**config.mk**
```make
export PLATFORM = sky130hd
export DESIGN_NAME = pix_frame_gate
export DESIGN_NICKNAME = d
export VERILOG_FILES = /design/src/rtl/pix_gate_pkg.sv /design/src/rtl/pix_roi_window.sv /design/src/rtl/pix_frame_gate.sv
export SDC_FILE = /design/constraint.sdc
export NUM_CORES = 1
export LEC_CHECK = 0
export ABC_AREA = 1
export BUFFER_PORTS_ARGS = -buffer_cell sky130_fd_sc_hd__buf_4
export CAP_MARGIN = 40
export CORE_MARGIN = 1.5
export CORE_UTILIZATION = 30
export DETAILED_ROUTE_END_ITERATION = 8
export PLACE_DENSITY = 0.48
export SYNTH_ARGS = -nofsm -noshare
export SYNTH_HDL_FRONTEND = slang
export SYNTH_HIERARCHICAL = 1
export SYNTH_SLANG_ARGS = --single-unit
```
**constraint.sdc**
```tcl
create_clock -name clk -period 2.5 [get_ports clk]
set_clock_uncertainty 0.2 [all_clocks]
set_input_delay 0.25 -clock clk [delete_from_list [all_inputs] [get_ports clk]]
set_output_delay 0.25 -clock clk [all_outputs]
set_load 0.1 [all_outputs]
```
**src/rtl/pix_gate_pkg.sv**
```systemverilog
// Shared definitions for the pixel frame gate.
//   PIX_W_DEF  : default bits per pixel
//   NUM_LANES  : pixels delivered per clock
//   FCNT_W     : completed-frame counter width
//   gate_state_t : frame gate FSM states
// Optional feature macro used by the top: PIX_GATE_TEST_PATTERN_EN.
package pix_gate_pkg;

  localparam int unsigned PIX_W_DEF = 10;
  localparam int unsigned NUM_LANES = 2;
  localparam int unsigned FCNT_W    = 16;

  typedef enum logic [2:0] {
    SYNC,
    IDLE,
    ARMED,
    ACTIVE,
    EOF
  } gate_state_t;

endpackage

```
**src/rtl/pix_roi_window.sv**
```systemverilog
// Combinational region-of-interest compare, one flag per lane.
// Ports:
//   col  : per-lane pixel column
//   row  : current row
//   x0/x1: inclusive column window (latched at frame start)
//   y0/y1: inclusive row window (latched at frame start)
//   mask : per-lane in-window flags
// An empty window (x0 > x1 or y0 > y1) yields an all-zero mask.
module pix_roi_window
  import pix_gate_pkg::*;
#(
  parameter int unsigned COL_W = 12,
  parameter int unsigned ROW_W = 12
) (
  input  logic [NUM_LANES-1:0][COL_W-1:0] col,
  input  logic [ROW_W-1:0]                row,
  input  logic [COL_W-1:0]                x0,
  input  logic [COL_W-1:0]                x1,
  input  logic [ROW_W-1:0]                y0,
  input  logic [ROW_W-1:0]                y1,
  output logic [NUM_LANES-1:0]            mask
);

  logic row_in;

  always_comb begin
    row_in = (row >= y0) && (row <= y1);
    mask   = '0;
    for (int unsigned i = 0; i < NUM_LANES; i++) begin
      mask[i] = row_in && (col[i] >= x0) && (col[i] <= x1);
    end
  end

endmodule

```
**src/rtl/pix_frame_gate.sv**
```systemverilog
// Pixel front-end gate: admits whole frames of a 2-pixel/clock stream,
// crops to a latched ROI, emits qualified beats with per-lane masks and
// frame markers, and flags line-length / row-count geometry errors.
// Ports:
//   clk, reset_n_i        : clock, synchronous active-low reset
//   cmos_data_i           : pixel pair, lane0 = low PIX_W bits (even column)
//   fv_i, lv_i            : frame valid, line valid
//   enable_i              : arm capture (acts at frame boundaries)
//   clr_err_i             : clear sticky error flags
//   roi_x0_i..roi_y1_i    : inclusive ROI, latched at frame start
//   tpg_sel_i             : test pattern select (PIX_GATE_TEST_PATTERN_EN only)
//   pix_data_o/mask/valid : registered output beat, masked lanes forced 0
//   sof_o, eof_o          : frame markers
//   frame_cnt_o           : completed gated frames (wraps)
//   err_line_len_o, err_row_cnt_o : sticky geometry errors
//   busy_o                : capturing a frame
// Macro PIX_GATE_TEST_PATTERN_EN adds tpg_sel_i; lane data then becomes
// (column + row) mod 2^PIX_W.
module pix_frame_gate
  import pix_gate_pkg::*;
#(
  parameter int unsigned PIX_W    = PIX_W_DEF,
  parameter int unsigned COL_W    = 12,
  parameter int unsigned ROW_W    = 12,
  parameter int unsigned EXP_COLS = 1280,
  parameter int unsigned EXP_ROWS = 800
) (
  input  logic                   clk,
  input  logic                   reset_n_i,
  input  logic [2*PIX_W-1:0]     cmos_data_i,
  input  logic                   fv_i,
  input  logic                   lv_i,
  input  logic                   enable_i,
  input  logic                   clr_err_i,
  input  logic [COL_W-1:0]       roi_x0_i,
  input  logic [COL_W-1:0]       roi_x1_i,
  input  logic [ROW_W-1:0]       roi_y0_i,
  input  logic [ROW_W-1:0]       roi_y1_i,
`ifdef PIX_GATE_TEST_PATTERN_EN
  input  logic                   tpg_sel_i,
`endif
  output logic [2*PIX_W-1:0]     pix_data_o,
  output logic [NUM_LANES-1:0]   pix_mask_o,
  output logic                   pix_valid_o,
  output logic                   sof_o,
  output logic                   eof_o,
  output logic [FCNT_W-1:0]      frame_cnt_o,
  output logic                   err_line_len_o,
  output logic                   err_row_cnt_o,
  output logic                   busy_o
);

  localparam logic [COL_W-2:0] LINE_BEATS = (COL_W-1)'(EXP_COLS / 2);
  localparam logic [ROW_W-1:0] FRAME_ROWS = ROW_W'(EXP_ROWS);

  gate_state_t state;

  logic fv_q, lv_q;
  logic fv_rise, fv_fall, lv_fall;
  logic beat_en;

  // Beat counter is one bit narrower than a column so 2*b+1 always fits.
  logic [COL_W-2:0] beat;
  logic [ROW_W-1:0] row, row_next;
  logic             sof_done;

  logic [COL_W-1:0] x0_q, x1_q;
  logic [ROW_W-1:0] y0_q, y1_q;

  logic [NUM_LANES-1:0][COL_W-1:0] col;
  logic [NUM_LANES-1:0]            mask_c;
  logic [NUM_LANES-1:0][PIX_W-1:0] data_c;
  logic [PIX_W-1:0]                lane_src;

  logic set_line_err, set_row_err;

  assign fv_rise = fv_i & ~fv_q;
  assign fv_fall = ~fv_i & fv_q;
  assign lv_fall = ~lv_i & lv_q;
  assign beat_en = (state == ACTIVE) && fv_i && lv_i;
  assign busy_o  = (state == ACTIVE);

  always_comb begin
    for (int unsigned i = 0; i < NUM_LANES; i++) begin
      col[i] = {beat, 1'(i)};
    end
  end

  pix_roi_window #(
    .COL_W (COL_W),
    .ROW_W (ROW_W)
  ) u_roi (
    .col  (col),
    .row  (row),
    .x0   (x0_q),
    .x1   (x1_q),
    .y0   (y0_q),
    .y1   (y1_q),
    .mask (mask_c)
  );

  always_comb begin
    lane_src = '0;
    data_c   = '0;
    for (int unsigned i = 0; i < NUM_LANES; i++) begin
      lane_src = cmos_data_i[i*PIX_W +: PIX_W];
`ifdef PIX_GATE_TEST_PATTERN_EN
      if (tpg_sel_i) begin
        lane_src = PIX_W'(col[i]) + PIX_W'(row);
      end
`endif
      data_c[i] = mask_c[i] ? lane_src : '0;
    end
  end

  // Row count as it stands after this cycle's line end, so a simultaneous
  // fv/lv fall checks the row total including the line just closed.
  always_comb begin
    row_next = row;
    if (lv_fall && (row != '1)) begin
      row_next = row + 1'b1;
    end
  end

  assign set_line_err = (state == ACTIVE) && lv_fall && (beat != LINE_BEATS);
  assign set_row_err  = (state == ACTIVE) && fv_fall && (row_next != FRAME_ROWS);

  always_ff @(posedge clk) begin
    if (!reset_n_i) begin
      state          <= SYNC;
      fv_q           <= 1'b0;
      lv_q           <= 1'b0;
      beat           <= '0;
      row            <= '0;
      sof_done       <= 1'b0;
      x0_q           <= '0;
      x1_q           <= '0;
      y0_q           <= '0;
      y1_q           <= '0;
      pix_data_o     <= '0;
      pix_mask_o     <= '0;
      pix_valid_o    <= 1'b0;
      sof_o          <= 1'b0;
      eof_o          <= 1'b0;
      frame_cnt_o    <= '0;
      err_line_len_o <= 1'b0;
      err_row_cnt_o  <= 1'b0;
    end else begin
      fv_q        <= fv_i;
      lv_q        <= lv_i;
      pix_data_o  <= '0;
      pix_mask_o  <= '0;
      pix_valid_o <= 1'b0;
      sof_o       <= 1'b0;
      eof_o       <= 1'b0;

      // Set has priority over clear.
      if (set_line_err) begin
        err_line_len_o <= 1'b1;
      end else if (clr_err_i) begin
        err_line_len_o <= 1'b0;
      end
      if (set_row_err) begin
        err_row_cnt_o <= 1'b1;
      end else if (clr_err_i) begin
        err_row_cnt_o <= 1'b0;
      end

      case (state)
        SYNC: begin
          if (!fv_i) state <= IDLE;
        end
        IDLE: begin
          if (enable_i) state <= ARMED;
        end
        ARMED: begin
          if (!enable_i) begin
            state <= IDLE;
          end else if (fv_rise) begin
            x0_q     <= roi_x0_i;
            x1_q     <= roi_x1_i;
            y0_q     <= roi_y0_i;
            y1_q     <= roi_y1_i;
            row      <= '0;
            beat     <= '0;
            sof_done <= 1'b0;
            state    <= ACTIVE;
          end
        end
        ACTIVE: begin
          if (beat_en) begin
            pix_valid_o <= |mask_c;
            pix_mask_o  <= mask_c;
            pix_data_o  <= data_c;
            if ((|mask_c) && !sof_done) begin
              sof_o    <= 1'b1;
              sof_done <= 1'b1;
            end
            if (beat != '1) beat <= beat + 1'b1;
          end
          if (lv_fall) begin
            row  <= row_next;
            beat <= '0;
          end
          if (fv_fall) begin
            eof_o       <= 1'b1;
            frame_cnt_o <= frame_cnt_o + 1'b1;
            state       <= EOF;
          end
        end
        EOF: begin
          state <= enable_i ? ARMED : IDLE;
        end
        default: state <= SYNC;
      endcase
    end
  end

endmodule

```
==> results_dict.tcl <==
set metrics [dict create \
    p_seq_frac 0.372 \
    grt_pass1_wl_um 31800 \
    io_pins 118 \
    cp.required_ps 2610 \
    routabilityCongestion 0.792 \
    grt_remaining_overflow 0 \
    grt_pass1_vias 6288 \
    period_needed_ps 2330 \
    clockPowerShare 0.442 \
    layout_commonest_cell "nor2_1" \
    whs_endpoint "state[0]" \
    period_share 0.934 \
    dieArea_um2 23900 \
    r2r-end "sof_done" \
    grt_start_max_net_pins 49 \
    root_buffer "clkbuf_16" \
    worst_ep_arrival_time_ps 2450 \
    vias 6684 \
    drt_first_pass_iters 4 \
    layout_common_cells "nor2_1, nand2_1, inv_1" \
    power_frac_comb 0.186 \
    netlist_instances 993 \
    max_freq_ghz 0.428 \
    ir_worst_vdd_v 0.000332 \
    worstSetupPathType "in2reg" \
    drv_slew 0 \
    hold_depth 4 \
    via_per_inst 4.49 \
    cts-buffers-inserted 17 \
    ys_seq_area_frac 0.348 \
    yosys_register_bits 120 \
    synthToLayoutAreaGrowth_pct 37.3 \
    clkTransAtPathRegs_ps 60 \
    die_x_um 155 \
    hpwl_um 14100 \
    power.static_leakage_nw 4.50 \
    power_switching_mw 1.73 \
    worst_setup_path_start_kind "primary input" \
    cts_tree "done" \
    power_density_nw_per_um2 576 \
    min-delay-start "enable_i" \
    cts.sinks 120 \
    setup.worst_path.end_class "register" \
    drive_above_1_share 0.173 \
    top_usage_layer "met2" \
    syn_area_um2 6910 \
    rows 55 \
    drt_iter0_drc 386 \
    core_um2 22600 \
    setup_ws_ps 166 \
    worst_pin_slew_ps 608 \
    r2r_setup_slack_ps 180 \
    finalSetupViolCount 0 \
    insertion_delay_ps 430 \
    fin_setup_tns_ps 0 \
    place_area_um2 8130 \
    place_ws_ps 196 \
    path_max_fanout 25 \
    met1_usage 0.234 \
    cts_setup_buffers 0 \
    numPortBuffers 117 \
    hold_viol_final 0 \
    ys_warn_count 6 \
    groute.usage.overall 0.167 \
    drt-total-wl_um 19200 \
    wl_per_cell_um 12.9 \
    sw_frac_of_total 0.316 \
    ant_nets 0 \
    min_path_type "in2reg" \
    slew_headroom 0.594 \
    r2r_cells 13 \
    outcome "finished, final reports clean" \
    nets 1340 \
    gr-usage-met2 0.263 \
    initial_core_util 0.305 \
    fp.dieH_um 155 \
    clockBufferDepth 2 \
    use_met3 0.0294 \
    syn_avg_cell_area_um2 6.96 \
    rsz0062_at_grt "no" \
    synth.distinct_cells 41 \
    route.detailed.drc 0 \
    cap_violations 0 \
    p_int_mw 3.74 \
    diodes 0 \
    synthesis.nets 1143 \
    r2r-start "beat[2]" \
    antenna_found_initial 0 \
    htreeDepth 4 \
    finalInstanceArea_um2 9480 \
]
## cell type report
type | count | area, µm²
timing repair buffer | 202 | 1730
clock buffer | 17 | 425
clock inverter | 15 | 156
fill | 2356 | 13200
sequential | 120 | 2400
inverter | 164 | 618
tap | 285 | 357
multi-input combinational | 685 | 3790
## synthesized netlist by cell type
library cell / number / area (µm²)
o21ai_1: 13 / 65.1
nor2_1: 182 / 683
nand4_4: 1 / 21.3
a21oi_1: 41 / 205
nor4_1: 2 / 12.5
nor2_2: 5 / 31.3
nor3_4: 1 / 16.3
and2_1: 1 / 6.26
buf_1: 1 / 3.75
buf_4: 2 / 15.0
a31oi_1: 1 / 6.26
nor3b_1: 1 / 7.51
nand2_1: 173 / 649
o21ai_2: 1 / 8.76
buf_6: 1 / 11.3
nand3b_1: 1 / 7.51
a21o_1: 1 / 7.51
o21a_1: 3 / 22.5
a21boi_0: 1 / 7.51
ha_1: 76 / 951
clkbuf_1: 15 / 56.3
nor2_4: 7 / 78.8
o21bai_1: 1 / 7.51
a21oi_2: 2 / 17.5
nand4_1: 16 / 100
xor2_1: 5 / 43.8
inv_2: 10 / 37.5
dfxtp_1: 120 / 2400
buf_2: 5 / 25.0
a211oi_1: 1 / 7.51
nand3_1: 47 / 235
conb_1: 2 / 7.51
inv_1: 154 / 578
o22ai_1: 13 / 81.3
nand3_2: 2 / 20.0
nor3_2: 2 / 20.0
nand2_4: 3 / 33.8
nand2_2: 10 / 62.6
o21ai_0: 57 / 285
nor3_1: 12 / 60.1
xnor2_1: 1 / 8.76
## sequential cells by signal (all words and copies together), names as in the netlist
name and cells:
pix_data_o 20, frame_cnt_o 16, row 12, x0_q 12
x1_q 12, y0_q 12, y1_q 12, beat 11
state 3, pix_mask_o 2, eof_o 1, err_line_len_o 1
err_row_cnt_o 1, fv_q 1, lv_q 1, pix_valid_o 1
sof_done 1, sof_o 1
## logic make-up after synthesis
logic type,after synthesis,share of synthesized area
buffers and inverters,188,0.105
AND/OR/NAND/NOR,466,0.296
adder cells (fa/ha/maj),76,0.138
flip-flops,120,0.348
other,2,0.00109
XOR/XNOR,6,0.00761
AO/OA/AOI/OAI,135,0.105
## repair_timing
action                                  CTS  global route
hold buffers                             75             0
endpoints found under the hold margin    72             0
endpoints found under the setup margin    0             5
gates resized for setup                   0             8
## worst max-delay path: stages
cell and delay (ps):
dlygate4sd3_1 540, buf_4 120, inv_1 70, nor2_2 120, nand3_2 140, nor2_4 150, inv_4 140, buf_16 200
nor2_1 110, nor2_1 50, dlygate4sd3_1 550
## worst max path at each step
stage	startpoint	endpoint	slack (ps)	depth (start not counted)
2_1_floorplan	frame_cnt_o[0]	frame_cnt_o[13]	120	7
3_3_place_gp	beat[2]	sof_done	180	13
3_5_place_dp	beat[2]	sof_done	200	13
4_1_cts	fv_i	x0_q[7]	40	11
5_1_grt	beat[2]	sof_done	10	13
6_report	fv_i	x0_q[7]	170	11
## power by group through the flow
stage / sequential [mW] / clock [mW] / combinational, mW
finish: 2.03 / 2.41 / 1.02
global route: 2.04 / 2.57 / 1.15
CTS: 2.03 / 2.48 / 1.02
detailed placement: 2.07 / 0 / 0.922
global placement: 2.07 / 0 / 0.910
floorplan: 2.08 / 0 / 0.622
## per-stage QoR
step / hold slack [ps] / util / power, mW / std cells
global placement: 216 / 0.358 / 2.98 / 1380
CTS: 17.6 / 0.418 / 5.53 / 1488
global route: 68.2 / 0.419 / 5.77 / 1488
detailed placement: 222 / 0.359 / 2.99 / 1381
floorplan: 143 / - / 2.70 / 993
finish: 31.8 / 0.419 / 5.46 / 1488
## metal layers
metal	wire, µm	share of wire
met2	8760	0.46
met5	0	0
met3	804	0.042
met1	9480	0.49
met4	161	0.0084
(Power assumes the default switching activity.)
